$ cat src/rtl/lcd_word_sequencer.sv
`timescale 1ns/1ps
// lcd_word_sequencer
// Loads one 9-bit word ({D/C, byte}) per `enable` pulse and drives the
// 8080-style LCD write strobe during the following `wr` cycle.
//
// Two sequences:
//   init   : INIT_LEN words from the command ROM, addresses 0..INIT_LEN-1
//   update : HDR_LEN header words from ROM at INIT_LEN.., then pixel bytes
//            from a first-word-fall-through FIFO, PIX_LEN words in total
//
// Ports
//   clk, nrst        clock, asynchronous active-low reset
//   enable           single-cycle request to load the next word
//   wr               write phase, high for one cycle after each enable
//   sel_init         1 = init sequence, 0 = update; sampled on first enable
//   rom_addr         address of the next ROM word (combinational)
//   rom_data         combinational ROM word {D/C, byte}
//   pix_data         FIFO head byte
//   pix_valid        FIFO not empty
//   pix_ready        FIFO pop, high in the enable cycle loading a pixel
//   lcd_d, lcd_dc    registered LCD bus and D/C line
//   lcd_wr_n         LCD write strobe, active-low
//   cmd_finished     last word of the sequence has been loaded
//   busy             a sequence is in progress
//   underrun         sticky: pixel loaded with an empty FIFO
//   wr_err           sticky: wr seen with no word loaded
module lcd_word_sequencer #(
  parameter int INIT_LEN = 40,
  parameter int PIX_LEN  = 811,
  parameter int HDR_LEN  = 11,
  parameter int CNT_W    = 10,
  parameter int ADDR_W   = 6
) (
  input  logic              clk,
  input  logic              nrst,
  input  logic              enable,
  input  logic              wr,
  input  logic              sel_init,
  output logic [ADDR_W-1:0] rom_addr,
  input  logic [8:0]        rom_data,
  input  logic [7:0]        pix_data,
  input  logic              pix_valid,
  output logic              pix_ready,
  output logic [7:0]        lcd_d,
  output logic              lcd_dc,
  output logic              lcd_wr_n,
  output logic              cmd_finished,
  output logic              busy,
  output logic              underrun,
  output logic              wr_err
);

  typedef enum logic {IDLE, ACTIVE} state_t;

  localparam logic [CNT_W-1:0]  HDR_C       = CNT_W'(HDR_LEN);
  localparam logic [CNT_W-1:0]  LAST_INIT   = CNT_W'(INIT_LEN - 1);
  localparam logic [CNT_W-1:0]  LAST_PIX    = CNT_W'(PIX_LEN - 1);
  localparam logic [ADDR_W-1:0] HDR_BASE    = ADDR_W'(INIT_LEN);

  state_t           state, state_next;
  logic [CNT_W-1:0] count, count_next;
  logic             sel, sel_next;
  logic             loaded, loaded_next;
  logic [7:0]       lcd_d_next;
  logic             lcd_dc_next;
  logic             cmd_finished_next;
  logic             underrun_next;
  logic             wr_err_next;

  // Properties of the word the next enable would load. In IDLE the
  // sequence has not started yet, so the live sel_init decides.
  logic             cur_sel;
  logic [CNT_W-1:0] idx;
  logic             is_pix;
  logic             is_last;

  always_comb begin
    cur_sel  = (state == IDLE) ? sel_init : sel;
    idx      = (state == IDLE) ? '0 : count;
    is_pix   = !cur_sel && (idx >= HDR_C);
    is_last  = (idx == (cur_sel ? LAST_INIT : LAST_PIX));
    rom_addr = cur_sel ? ADDR_W'(idx) : (HDR_BASE + ADDR_W'(idx));
  end

  assign pix_ready = enable & is_pix;
  // Strobe uses the registered loaded flag, so a simultaneous enable
  // cannot strobe the word it is only now loading.
  assign lcd_wr_n  = ~(wr & loaded);
  assign busy      = (state == ACTIVE);

  always_ff @(posedge clk or negedge nrst) begin
    if (!nrst) begin
      state        <= IDLE;
      count        <= '0;
      sel          <= 1'b0;
      loaded       <= 1'b0;
      lcd_d        <= 8'h00;
      lcd_dc       <= 1'b1;
      cmd_finished <= 1'b0;
      underrun     <= 1'b0;
      wr_err       <= 1'b0;
    end else begin
      state        <= state_next;
      count        <= count_next;
      sel          <= sel_next;
      loaded       <= loaded_next;
      lcd_d        <= lcd_d_next;
      lcd_dc       <= lcd_dc_next;
      cmd_finished <= cmd_finished_next;
      underrun     <= underrun_next;
      wr_err       <= wr_err_next;
    end
  end

  always_comb begin
    state_next        = state;
    count_next        = count;
    sel_next          = sel;
    loaded_next       = loaded;
    lcd_d_next        = lcd_d;
    lcd_dc_next       = lcd_dc;
    cmd_finished_next = cmd_finished;
    underrun_next     = underrun;
    wr_err_next       = wr_err | (wr & ~loaded);

    if (enable) begin
      if (state == IDLE) begin
        sel_next = sel_init;
      end
      if (is_pix) begin
        lcd_dc_next = 1'b1;
        if (pix_valid) begin
          lcd_d_next = pix_data;
        end else begin
          lcd_d_next    = 8'h00;
          underrun_next = 1'b1;
        end
      end else begin
        lcd_dc_next = rom_data[8];
        lcd_d_next  = rom_data[7:0];
      end
      // A new sequence clears cmd_finished unless its first word is also
      // its last.
      cmd_finished_next = is_last;
      state_next        = is_last ? IDLE : ACTIVE;
      count_next        = is_last ? '0 : (idx + 1'b1);
      loaded_next       = 1'b1;
    end else if (wr) begin
      loaded_next = 1'b0;
    end
  end

endmodule

$ cat config.mk
export PLATFORM = sky130hd
export DESIGN_NAME = lcd_word_sequencer
export DESIGN_NICKNAME = d
export VERILOG_FILES = /design/src/rtl/lcd_word_sequencer.sv
export SDC_FILE = /design/constraint.sdc
export NUM_CORES = 1
export LEC_CHECK = 0
export BUFFER_PORTS_ARGS = -buffer_cell sky130_fd_sc_hd__buf_4
export CORE_MARGIN = 2
export CORE_UTILIZATION = 54
export CTS_CLUSTER_SIZE = 10
export DETAILED_ROUTE_END_ITERATION = 12
export PLACE_DENSITY = 0.84
export SYNTH_ARGS = -nofsm -noshare
export SYNTH_HDL_FRONTEND = slang
export SYNTH_SLANG_ARGS = --single-unit
$ cat constraint.sdc
create_clock -name clk -period 6.27 [get_ports clk]
set_clock_uncertainty 0.2 [all_clocks]
set_input_delay 0 -clock clk [delete_from_list [all_inputs] [get_ports clk]]
set_output_delay 0 -clock clk [all_outputs]
set_load 0.005 [all_outputs]
==> results.tsv <==
stage	metric	value	unit
yosys	synth top area cells	dfrtp_1 (43%), nand2_1 (5.3%), nor2_1 (4.5%), mux2i_1 (4.3%), a31oi_1 (4.0%)	
yosys	Post-Syn Area per Cell	8.74	sq um
routing	routed wire length	4070	um
hold_path	Hold Path Cell Cnt	3	
routing	Antenna Nets Post-Route	0	
grt	grt total ovfl	0	
yosys	Async SR Flop Fraction	1.00	
clocking	total CTS buffers	3	
sta	f_max	330	MHz
flow_run	max_cap viols	0	
floorplan	die height	55.0	um
sta	Relative slew margins	0.259	
sta	RSZ-0062 raised after global routing	false	
power_and_ir_drop	worst vdd ir	0.240	mV
routing	Via density	5.96	
sta	Final Hold Violating Endpoints	0	
yosys	biggest area consumer among synthesized cells	dfrtp_1	
floorplan	Die X-Extent	55.0	um
routing	DR pass1 iterations	4	
layout	Reg area	627	sq um
yosys	top cell type's share of synthesized area	0.427	
routing	DR WL met3	266	um
run_status	outcome	finished clean	
yosys	Yosys warning total	0	
sta	Tmin final	3.03	ns
worst_setup_path	Arr. time, crit path	3.09	ns
yosys	post-synthesis cell type count	36	
worst_setup_path	Crit. End Element	flip-flop	
worst_setup_path	Setup Crit Path Kind	flip-flop to flip-flop	
layout	commonest non-fill, non-tap cells in the layout	buf_4 (43), dlygate4sd3_1 (26), dfrtp_1 (24)	
clocking	Setup Fix Bufs, Post-CTS	0	
sta	final setup violation count	0	
grt	pin count of the biggest net entering global routing	28	
yosys	post-synthesis sequential area ratio	0.446	
clocking	CTS max path bufs	2	
sta	Tightest Pin Transition	1.11	ns
clocking	# clock sinks	25	
layout	multi-input logic area	701	sq um
yosys	Mapped Cells	161	
place	GP Congestion	0.803	
routing	WL per Instance	16.2	um
floorplan	Initial Util	0.568	
worst_setup_path	Worst R2R Path Depth	7	
floorplan	Core Area	2480	sq um
grt	vias in the first global route	1437	
power_and_ir_drop	Pleak	0.907	nW
routing	WL met1	1660	um
place	DP Area	1710	sq um
routing	vias	1503	
clocking	CTS HTree Levels	1	
grt	global-route wire length before repair	6440	um
place	number of port buffers	43	
yosys	cell area after synthesis	1410	sq um
clocking	CTS tree	built	
layout	nets	248	
floorplan	Die ar.	3030	sq um
layout	antenna cells	0	
routing	top layer in use	met4	
floorplan	I/O Pins	44	
worst_setup_path	Critical Path Start Type	flip-flop	
routing	Iter 0 DRT Violations	51	
clocking	Root Buffer	clkbuf_4	
yosys	flops & latches, synth	25	
sta	setup_tns	0	ns
routing	# DRC	0	
worst_setup_path	crit path max fanout	22	
layout	share of cells above drive strength 1	0.234	
sta	count of final max-slew check failures	0	
layout	most common cell after layout, fill and taps aside	buf_4	
yosys	Top FF cell, synth	dfrtp_1	
worst_setup_path	Crit path required time	6.33	ns
yosys	Post-Syn Nets	186	
yosys	number of synthesized flops with an enable pin	0	
floorplan	# rows	18	
power_and_ir_drop	PD cells	328	nW/um^2
layout	area grow syn2layout	41.7	%
sta	fin crit share	0.483	
layout	final instance area	1990	sq um
grt	initial antenna violation count	0	
place	hpwl dp	2620	um
clocking	Clk pin slew, worst setup/hold paths	0.13	ns
hold_path	Hold WC Path Type	input pin to flip-flop	
routing	metal2 WL	2070	um
clocking	clk_lat worst skew	0.31	ns
layout	fill count	154	
grt	Tot GR Track Use	0.303	
-- layer usage --
metal	global-route usage	up-vias
met5	0	-
met4	0.130	0
met3	0.0538	6
met2	0.528	76
met1	0.367	724
li1	-	697
-- logic make-up (layout without fill, tap and decap cells) --
family | Yosys count | count (layout) | synth area share
AOI/OAI and AO/OA | 45 | 45 | 0.214
adders and majority gates | 2 | 2 | 0.0178
buffers and inverters | 17 | 78 | 0.0560
DFF | 25 | 25 | 0.446
muxes | 7 | 7 | 0.0507
and+or+nand+nor | 65 | 65 | 0.215
-- critical path, stage by stage, from the launching register on --
cell and delay (ns):
dfrtp_1 0.74, and2_1 0.27, ha_1 0.25, o21ai_1 0.13
a31oi_2 0.47, a31oi_1 0.15, a21oi_1 0.19, dlygate4sd3_1 0.58
-- registers in the layout, summed over array words and instances, names as in the netlist --
register / flops
count: 10
sel: 1
wr_err: 1
cmd_finished: 1
loaded: 1
underrun: 1
busy: 1
lcd_dc: 1
lcd_d: 8
-- area by class of cell --
class / count / share of cell area
Multi-Input combinational cell: 119 / 0.352
Clock buffer: 4 / 0.0132
Sequential cell: 25 / 0.315
Inverter: 5 / 0.00942
Timing Repair Buffer: 69 / 0.293
Tap cell: 30 / 0.0188
-- cell usage after synthesis (4+ instances only) --
cell       number
nand3_1         7
nor2_1         17
mux2i_1         6
nor3_1          6
a21oi_1        11
clkbuf_1        5
nand2_1        20
dfrtp_1        24
nand2b_1        5
o2bb2ai_1       4
inv_1           4
o21ai_0         5
a31oi_1         9
and2_1          5
-- worst paths after layout --
| path | slack, ns | endpoint | from |
|---|---|---|---|
| max | 3.24 | lcd_d[1]$_DFFE_PN0P_ | busy$_DFFE_PN0P_ |
| max reg2reg | 3.24 | lcd_d[1]$_DFFE_PN0P_ | busy$_DFFE_PN0P_ |
| max in group asynchronous | 3.88 | lcd_d[2]$_DFFE_PN0P_ | nrst |
| min reg2reg | 0.29 | wr_err$_DFF_PN0_ | wr_err$_DFF_PN0_ |
| min in group asynchronous | 0.50 | lcd_dc$_DFFE_PN1P_ | nrst |
| min | 0.24 | loaded$_DFFE_PN0P_ | wr |
-- timing repair --
item | 4_1_cts | 5_1_grt
hold buffers | 26 | 0
gates resized for setup | 0 | 0
hold endpoints to repair | 43 | 0
-- power breakdown --
part / internal (mW) / switching, mW / leakage (nW)
Combinational: 0.170 / 0.151 / 0.622
Clock: 0.0249 / 0.0466 / 0.0150
Sequential: 0.201 / 0.0594 / 0.270
-- stage by stage --
stage / util / hold WS, ns / instances / total power [mW] / worst slack [ns]
final: 0.805 / 0.245 / 252 / 0.653 / 3.24
after global routing: 0.805 / 0.270 / 252 / 0.699 / 3.11
after CTS: 0.805 / 0.193 / 252 / 0.651 / 3.30
after detailed placement: 0.689 / -0.278 / 222 / 0.553 / 3.84
after global placement: 0.689 / -0.283 / 222 / 0.534 / 4.00
after floorplan: - / -0.496 / 161 / 0.436 / 4.13
Power figures use the tool's default switching activity.
